File: config.mk
export PLATFORM = sky130hd
export DESIGN_NAME = carry_save_adder_flat
export DESIGN_NICKNAME = d
export VERILOG_FILES = /design/src/rtl/csa_pkg.sv /design/src/rtl/carry_save_adder_if.sv /design/src/rtl/csa_full_adder.sv /design/src/rtl/carry_save_adder.sv /design/src/flat_wrapper.sv
export SDC_FILE = /design/constraint.sdc
export NUM_CORES = 1
export LEC_CHECK = 0
export ABC_AREA = 1
export BUFFER_PORTS_ARGS = -buffer_cell sky130_fd_sc_hd__buf_2
export CORE_ASPECT_RATIO = 0.7
export CORE_MARGIN = 3
export CORE_UTILIZATION = 30
export DETAILED_ROUTE_END_ITERATION = 16
export GPL_ROUTABILITY_DRIVEN = 0
export GPL_TIMING_DRIVEN = 0
export PLACE_DENSITY = 0.67
export SYNTH_ARGS = -nofsm -noshare
export SYNTH_HDL_FRONTEND = slang
export SYNTH_SLANG_ARGS = --single-unit
export TNS_END_PERCENT = 30
File: constraint.sdc
create_clock -name clk -period 2.85 [get_ports clk]
set_input_delay 0.57 -clock clk [delete_from_list [all_inputs] [get_ports clk]]
set_output_delay 0.57 -clock clk [all_outputs]
set_load 0.03 [all_outputs]
File: src/rtl/csa_pkg.sv
// Shared definitions for the carry-save adder slice.
package csa_pkg;

    // Default operand width used when no N is supplied.
    localparam int unsigned CSA_DEFAULT_W = 4;

    // Majority of three bits; the carry output of a 3:2 compressor cell.
    function automatic logic maj3(input logic x, input logic y, input logic z);
        return (x & y) | (x & z) | (y & z);
    endfunction

endpackage

File: src/rtl/carry_save_adder_if.sv
// Operand/result bundle between a producer stage and the carry-save adder.
interface carry_save_adder_if
    import csa_pkg::*;
#(
    parameter int unsigned N = CSA_DEFAULT_W
) ();

    logic         in_valid;
    logic [N-1:0] a;
    logic [N-1:0] b;
    logic [N-1:0] c;
    logic         out_valid;
    logic [N-1:0] sum;
    logic [N-1:0] carry;
    logic [N+1:0] total;

    // Producer side: drives operands, observes results.
    modport master (
        output in_valid, a, b, c,
        input  out_valid, sum, carry, total
    );

    // Adder side: consumes operands, drives results.
    modport slave (
        input  in_valid, a, b, c,
        output out_valid, sum, carry, total
    );

endinterface

File: src/rtl/csa_full_adder.sv
// 1-bit 3:2 cell: sum bit and majority carry of three equal-weight inputs.
module csa_full_adder
    import csa_pkg::*;
(
    input  logic x,
    input  logic y,
    input  logic z,
    output logic s,
    output logic co
);

    // Pure combinational cell; no state here.
    always_comb begin
        s  = x ^ y ^ z;
        co = maj3(x, y, z);
    end

endmodule

File: src/rtl/carry_save_adder.sv
// Registered 3:2 carry-save adder with a ripple-resolved total.
module carry_save_adder
    import csa_pkg::*;
#(
    parameter int unsigned N = CSA_DEFAULT_W
) (
    input  logic               clk,
    input  logic               rst_n,
    carry_save_adder_if.slave  bus
);

    logic [N-1:0] sum_d;
    logic [N-1:0] carry_d;
    logic [N-1:0] sum_q;
    logic [N-1:0] carry_q;
    logic         valid_q;

    // Compressor stage: N independent cells, no inter-bit ripple.
    for (genvar i = 0; i < N; i++) begin : g_compress
        csa_full_adder u_cell (
            .x  (bus.a[i]),
            .y  (bus.b[i]),
            .z  (bus.c[i]),
            .s  (sum_d[i]),
            .co (carry_d[i])
        );
    end

    // Capture on valid, hold otherwise; reset clears any pending result.
    always_ff @(posedge clk or negedge rst_n) begin
        if (!rst_n) begin
            sum_q   <= '0;
            carry_q <= '0;
            valid_q <= 1'b0;
        end else begin
            valid_q <= bus.in_valid;
            if (bus.in_valid) begin
                sum_q   <= sum_d;
                carry_q <= carry_d;
            end
        end
    end

    // Resolution adder operands: carry carries weight 2^(i+1), hence the shift.
    logic [N+1:0] op_s;
    logic [N+1:0] op_c;
    logic [N+1:0] total_w;
    logic [N+2:0] rc;
    logic         rc_unused;

    // Zero-extend and align the redundant pair for the ripple chain.
    always_comb begin
        op_s  = {2'b00, sum_q};
        op_c  = {1'b0, carry_q, 1'b0};
        rc[0] = 1'b0;
    end

    // Ripple chain built from the same cells, z acting as carry-in.
    for (genvar i = 0; i < N + 2; i++) begin : g_resolve
        csa_full_adder u_rca (
            .x  (op_s[i]),
            .y  (op_c[i]),
            .z  (rc[i]),
            .s  (total_w[i]),
            .co (rc[i+1])
        );
    end

    // The top carry-out is always zero since 3*(2^N-1) fits in N+2 bits.
    assign rc_unused = rc[N+2];

    // Drive the result side of the bus from the registers.
    always_comb begin
        bus.out_valid = valid_q;
        bus.sum       = sum_q;
        bus.carry     = carry_q;
        bus.total     = total_w;
    end

endmodule

File: src/flat_wrapper.sv
// flat-port wrapper written by rule: the top's interface ports become plain ports
module carry_save_adder_flat import csa_pkg::*;
#(
    parameter int unsigned N = CSA_DEFAULT_W
)
  (clk, rst_n, bus_in_valid, bus_a, bus_b, bus_c, bus_out_valid, bus_sum, bus_carry, bus_total);
  carry_save_adder_if #(.N(N)) bus_i ();
  input  logic clk;
  input  logic rst_n;
  input wire logic [$bits(bus_i.in_valid)-1:0] bus_in_valid;
  input wire logic [$bits(bus_i.a)-1:0] bus_a;
  input wire logic [$bits(bus_i.b)-1:0] bus_b;
  input wire logic [$bits(bus_i.c)-1:0] bus_c;
  output wire logic [$bits(bus_i.out_valid)-1:0] bus_out_valid;
  output wire logic [$bits(bus_i.sum)-1:0] bus_sum;
  output wire logic [$bits(bus_i.carry)-1:0] bus_carry;
  output wire logic [$bits(bus_i.total)-1:0] bus_total;
  assign bus_i.in_valid = bus_in_valid;
  assign bus_i.a = bus_a;
  assign bus_i.b = bus_b;
  assign bus_i.c = bus_c;
  assign bus_out_valid = bus_i.out_valid;
  assign bus_sum = bus_i.sum;
  assign bus_carry = bus_i.carry;
  assign bus_total = bus_i.total;
  carry_save_adder #(.N(N)) u_core (.clk(clk), .rst_n(rst_n), .bus(bus_i));
endmodule
# After elaboration in Yosys (flattened, before gate mapping)
# Cells that the tools add are included.
# word_totals
input_bits	15
output_inout_bits	15
elab_cells	49
reg_bits	9
# classes
bitwise	46
# ops
operator	count
$and 1x1->1	20
$xor 1x1->1	14
$or 1x1->1	12

# Logic depth before layout (Yosys ltp)
# Gate-level depths: netlist of the first run.
# depth
depth_word	8
ltp_mapped	5

# Cells and area by module
# Synthesis of the first run repeated with hierarchy kept, for this count alone.
# unflattened
cells_unflattened	46
hier_area_um2	534.3
# modules_own_cells
mod	seq_area_each_um2	cells_each	n_inst	area_each_um2
carry_save_adder	225.2	36	1	334.1
csa_full_adder	0.0	1	10	20.0

# Worst setup path before layout of the first run
# OpenSTA, ideal clock, no wires.
# synth_timing
path_type	reg-to-output
start	reg u_core.sum_q[1], in the netlist u_core.bus.sum[1]
end	out bus_total[4]
required_ps	2280
arrival_time_ps	1738
stages_incl_launch_ff	6
setup_slack_ps	542
cell_sequence	dfrtp_1 -> ha_1 -> fa_1 -> fa_1 -> ha_1 -> buf_4
# synth_between
elab_chain_len	8
word_cells_on_any_way	10
classes_between	bitwise (10)
# synth_lines
element	line_no	rtl
from (decl)	carry_save_adder.sv:14	logic [N-1:0] sum_q;
from (signal assigned)	carry_save_adder.sv:38	sum_q <= sum_d;
$and 1x1->1 (*)	csa_pkg.sv:9	return (x & y) | (x & z) | (y & z);
$and 1x1->1	csa_pkg.sv:9	
$or 1x1->1	csa_pkg.sv:9	
$or 1x1->1 (*)	csa_pkg.sv:9	
$and 1x1->1	csa_pkg.sv:9	
$or 1x1->1	csa_pkg.sv:9	
$or 1x1->1 (*)	csa_pkg.sv:9	
$xor 1x1->1 (*)	csa_full_adder.sv:14	s = x ^ y ^ z;
to (decl)	flat_wrapper.sv:17	output wire logic [$bits(bus_i.total)-1:0] bus_total;
# Mark *: on every way between the ends. The rest lies on a longest branch, timed or not.

# Worst setup path after layout of the first run
# layout_timing
start	reg u_core.carry_q[0], in the netlist u_core.bus.carry[0]
end	out bus_total[4]
# layout_between
elab_chain_len	8
word_cells_on_any_way	10
classes_between	bitwise (10)
# layout_lines
element	line_no	rtl
from (decl)	carry_save_adder.sv:15	logic [N-1:0] carry_q;
from (signal assigned)	carry_save_adder.sv:39	carry_q <= carry_d;
$and 1x1->1 (*)	csa_pkg.sv:9	
$and 1x1->1	csa_pkg.sv:9	
$or 1x1->1	csa_pkg.sv:9	
$or 1x1->1 (*)	csa_pkg.sv:9	
$and 1x1->1	csa_pkg.sv:9	
$or 1x1->1	csa_pkg.sv:9	
$or 1x1->1 (*)	csa_pkg.sv:9	
$xor 1x1->1 (*)	csa_full_adder.sv:14	
# Marked as above.

==> summary.md, run 1 <==
| Metric | Value |
|---|---|
| First-pass GRT wire length | approximately 1900 um |
| Cell family with the largest share of critical-path delay | adder cells |
| #FFs+latches synth | 9 |
| Main synth FF type | dfrtp_1 |
| Detailed router's first-iteration violation count | 7 |
| Post-synth EDFFs | 0 |
| Worst Path Arrival | 2.18 ns |
| Final Setup Violations | 0 |
| Cell variety after synth | 7 |
| Wirelength, routed | 1159 um |
| Core utilization of the finished layout | 0.4617 |
| Req. time, crit path | 2.28 ns |
| Initial Util | 0.3422 |
| Synthesized net count | 80 |
| Maxcap violations | 0 |
| Crit-path cells | ha_2 -> fa_1 -> fa_2 -> ha_1 -> buf_4 -> buf_2 |
| Synth Warn # | 0 |
| Port bufs | 29 |
| Worst hold path class | primary input to async pin |
| Share of post-route cells with drive strength above 1 | 0.5556 |
| Placement row count | 12 |
| Final hold viol count | 0 |
| Slew HR | 0.8659 |
| Residual DRC | 0 |
| Worst Setup Start Kind | flip-flop |
| Worst Skew | 0 ns |
| DR vias | 461 |
| IO Pins | 30 |
| PwrDens | 621.0 nW/um^2 |
| Area of the die | 2508 um^2 |
| Synth async-reset ratio | 1.000 |
| CTS Buf Count | 3 |
| Top-area cell type share of the netlist area | 0.3879 |
| Total negative setup slack | 0 ns |
| Largest net degree at the start of global routing | 10 |
| Crit-path max FO | 3 |
| Slowest-stage cell, CP | dfrtp_1 |
| First drt pass iteration count | 3 |
| Grt ovf | 0 |
| Slew Viols, Final | 0 |
| TritonCTS clock tree | built |
| Drt via density | 4.153 |
| Dominant cell type by area after synthesis | dfrtp_1 |
| Die width | between 50 and 60 um |
| # Post-CTS Setup Buffers | 0 |
| Sequential fraction of the synthesis area | 0.3879 |
| Final nets | 114 |
| Die height | 42.81 um |
| Status | finished clean |
| Top cells by area, synth | dfrtp_1, fa_1, buf_4, nand2_1, ha_1 |
| Mapped Cells | 57 |
| Clock Tree Buf Depth | 2 |
| Fin crit share | 0.9633 |
| Antenna diodes | 0 |
| Vias in the first global route | 466 |
| CTS HTree Levels | 1 |
| Leak pwr | 0.4525 nW |
| Clk slew on worst S/H paths | around 0.06 ns |
| Avg Cell Area, Syn | between 10 and 15 um^2 |
| Crit-path max cell delay | 0.42 ns |
| DP HPWL | 993.5 um |
| Tightest Pin Transition | 0.2012 ns |
| Core Box Area | 1697 um^2 |
| Crit end category | output pin |
| Area Growth Syn to Fin | 34.91% |
| Number of nets with antenna violations after routing | 0 |
| Initial antenna violation count | 0 |
| Clock Latency Late Sink | around 0.26 ns |
| Min Tclk post-route | around 2.7 ns |
| Total power | 0.0004864 W |
| Worst setup path class | flip-flop to output pin |
| Count leader, synth | nand2_1 |
| CTS sink count | 9 |
| All-Layer GR Usage | 0.1078 |
| RSZ-0062 raised after global routing | false |
| Post-Syn Area | 580.6 um^2 |
| DR WL/cell | 10.44 um |
| Fmax | about 360 MHz |
| Root buf cell | clkbuf_4 |
| Peak supply drop | 333.0 uV |
| Synth top cells by count | nand2_1, buf_4, dfrtp_1, fa_1, ha_1 |
| Worst Path Buf+Inv | 2 |
layout by cell type, fill, tap and decap left out, drive strengths merged:
master,instances
inv,1
dfrtp,9
clkbuf,4
fa,6
buf,44
nand2,24
ha,2
cells by family (layout without fill, tap and decap cells):
kind of cell  count (synthesis)  count (layout)  synth area share
simple gates                 24              24            0.1552
fa+ha+maj                     8               8            0.2500
flops                         9               9            0.3879
buf+inv                      16              49            0.2069
area by class of cell:
type / instances / area (um^2)
fill: 181 / 913.4
multi-input combinational: 32 / 240.2
sequential: 9 / 225.2
timing repair buffer: 29 / 145.1
buffer: 15 / 116.4
clock buffer: 4 / 26.28
tap: 21 / 26.28
inverter: 1 / 3.754
registers in the layout, summed over array words and instances, names as in the netlist:
name / cells
u_core.bus.carry: 4
u_core.bus.out_valid: 1
u_core.bus.sum: 4
report_power, final:
group,internal (W),switching [W],leakage (nW)
Clock,0.0000538,0.0000428,0.0150
Sequential,0.000143,0.0000165,0.109
Combinational,0.0000985,0.000131,0.328
metrics by stage:
stage / worst slack [ns] / cells / cell area [um^2] / hold WS [ns]
after global placement: 0.3688 / 107 / 752.0 / 0.4291
after CTS: 0.02010 / 111 / 778.2 / 0.1459
after global routing: 0.03365 / 111 / 783.3 / 0.1409
after floorplan: 0.5416 / 57 / 580.6 / 0.2744
final: 0.1045 / 111 / 783.3 / 0.1480
after detailed placement: 0.3182 / 107 / 752.0 / 0.4297
metal layers:
layer,vias up,global-route usage,share of wire,routed length [um]
met2,17,0.1893,0.53,609
met5,-,0,0,0
met3,4,0.03647,0.079,91
li1,224,-,-,-
met4,0,0.05430,0.023,27
met1,216,0.1138,0.37,430
repair_timing:
item | in CTS | in global routing
resized for setup | 0 | 2
endpoints found under the setup margin | 0 | 1
hold endpoints to repair | 0 | 0
hold buffers | 0 | 0
worst paths after layout:
kind	startpoint	endpoint	slack [ns]	cells after the start
hold reg to reg	u_core.bus.carry[3]	u_core.bus.carry[3]	0.52	2
setup / recovery	u_core.bus.carry[0]	bus_total[4]	0.10	6
max in group asynchronous	rst_n	u_core.bus.sum[1]	2.53	1
setup reg to reg	u_core.bus.carry[0]	u_core.bus.carry[0]	2.19	2
min in group clk	bus_in_valid	u_core.bus.out_valid	0.44	1
hold / removal	rst_n	u_core.bus.carry[2]	0.15	1
(Power assumes the default switching activity.)
==> run 2: changes to the inputs <==
CORE_MARGIN = not set   (was 3)
==> summary.md, run 2 (synthesized netlist as in run 1, its figures left out) <==
| Metric | Value |
|---|---|
| Status | finished clean |
| Slowest-stage cell, CP | dfrtp_1 |
| Seq. cell area | 225.2 um^2 |
| All-Layer GR Usage | 0.1166 |
| Min Tclk post-route | approximately 2.8 ns |
| Req. time, crit path | 2.28 ns |
| First-pass GRT wire length | around 1600 um |
| Commonest non-fill, non-tap cell in the layout | buf_2 |
| CTS HTree Levels | 1 |
| Crit-path max FO | 3 |
| Core Box Area | 1697 um^2 |
| Worst Path Arrival | 2.20 ns |
| Slew HR | 0.8651 |
| CTS sink count | 9 |
| PwrDens | 615.9 nW/um^2 |
| Total negative setup slack | 0 ns |
| Slew Viols, Final | 0 |
| Setup WS post-layout | 0.07957 ns |
| DR WL/cell | 9.730 um |
| TritonCTS clock tree | built |
| First drt pass iteration count | 4 |
| Maxcap violations | 0 |
| Grt ovf | 0 |
| Critical path launch point | u_core.bus.carry[0] |
| Worst Skew | 0 ns |
| Clock Latency Late Sink | 0.25 ns |
| Crit-path max cell delay | between 0.4 and 0.5 ns |
| Port bufs | 29 |
| Number of nets with antenna violations after routing | 0 |
| Antenna diodes | 0 |
| Worst Setup Start Kind | flip-flop |
| Wirelength, routed | 1080 um |
| IO Pins | 30 |
| Residual DRC | 0 |
| Crit end category | output pin |
| Peak supply drop | 331.6 uV |
| Drt via density | between 4 and 5 |
| Fin crit share | 0.9721 |
| Inst Count DP | 107 |
| Area of the die | 2118 um^2 |
| Placement row count | 12 |
| Fill cells | 194 |
| Final nets | roughly 110 |
| RSZ-0062 raised after global routing | false |
| Share of post-route cells with drive strength above 1 | 0.5333 |
| Final hold viol count | 0 |
| Initial Util | 0.3422 |
| DR vias | 450 |
| Clock Tree Buf Depth | 2 |
| Final Setup Violations | 0 |
| Die height | 38.81 um |
| # Post-CTS Setup Buffers | 0 |
| Initial antenna violation count | 0 |
| Hold WS | 0.1534 ns |
| Largest net degree at the start of global routing | 10 |
| Setup WS pre-CTS | roughly 0.33 ns |
| Setup slack, reg-to-reg | 2.18 ns |
| Worst R2R Start | u_core.bus.carry[0] |
| Clk slew on worst S/H paths | 0.06 ns |
| Fmax | 361.0 MHz |
| Most frequent cells in the layout | buf_2, nand2_1, buf_4, dfrtp_1, fa_1 |
| Detailed router's first-iteration violation count | 4 |
| Layout Cells excl Fill | between 100 and 150 |
| Vias in the first global route | 377 |
| Tightest Pin Transition | 0.2024 ns |
| Footprint of the multi-input gates | about 240 um^2 |
| CTS Buf Count | 3 |
| Cts hold-fix bufs | 0 |
| Leak pwr | roughly 0.46 nW |
| PostCTS Resize Cnt | 0 |
| Area Growth Syn to Fin | 34.05% |
| Die width | 54.58 um |
| Root buf cell | clkbuf_4 |
| Worst hold path class | primary input to async pin |
| Worst setup path class | flip-flop to output pin |
| Crit-path cells | ha_1 -> fa_1 -> fa_1 -> ha_1 -> buf_4 -> buf_2 |
[run 2: stage by stage]
stage | power, W | utilization | area [um^2]
floorplan | 0.0003289 | - | 580.6
global placement | 0.0003834 | 0.4432 | 752.0
detailed placement | 0.0003913 | 0.4432 | 752.0
CTS | 0.0004894 | 0.4587 | 778.2
global route | 0.0005117 | 0.4587 | 778.2
finish | 0.0004793 | 0.4587 | 778.2
[run 2: critical path, delay by kind of cell, from the launching register on]
family | cells | cell delay (ns)
fa+ha+maj | 4 | 1.24
flops | 1 | 0.41
buf+inv | 2 | 0.29
[run 2: worst paths after layout]
check / to / depth (start not counted)
max in group asynchronous: u_core.bus.out_valid / 1
min in group clk: u_core.bus.out_valid / 1
worst max register to register: u_core.bus.carry[0] / 2
worst max-delay path: bus_total[4] / 6
worst min register to register: u_core.bus.sum[1] / 2
worst min-delay path: u_core.bus.sum[1] / 1
[run 2: layout make-up]
cell class / count / share of cell area
multi-input cells: 32 / 0.3023
plain buffers: 15 / 0.1495
inverters: 1 / 0.004823
clock buffers: 4 / 0.03376
repair buffers: 29 / 0.1865
well taps: 21 / 0.03376
flip-flops and latches: 9 / 0.2894
[run 2: layer usage]
layer,track usage,vias to the layer above,wire length (um)
li1,-,224,-
met3,0.04706,2,67
met5,0,-,0
met2,0.1988,18,577
met1,0.1241,206,418
met4,0.05769,0,17
[run 2: power breakdown]
| part | internal (W) | leakage [nW] | total [W] | switching (W) |
|---|---|---|---|---|
| Sequential | 0.000143 | 0.109 | 0.000159 | 0.0000156 |
| Combinational | 0.0000966 | 0.332 | 0.000226 | 0.000129 |
| Clock | 0.0000537 | 0.0150 | 0.0000947 | 0.0000410 |
| Total | 0.000294 | 0.456 | 0.000479 | 0.000186 |
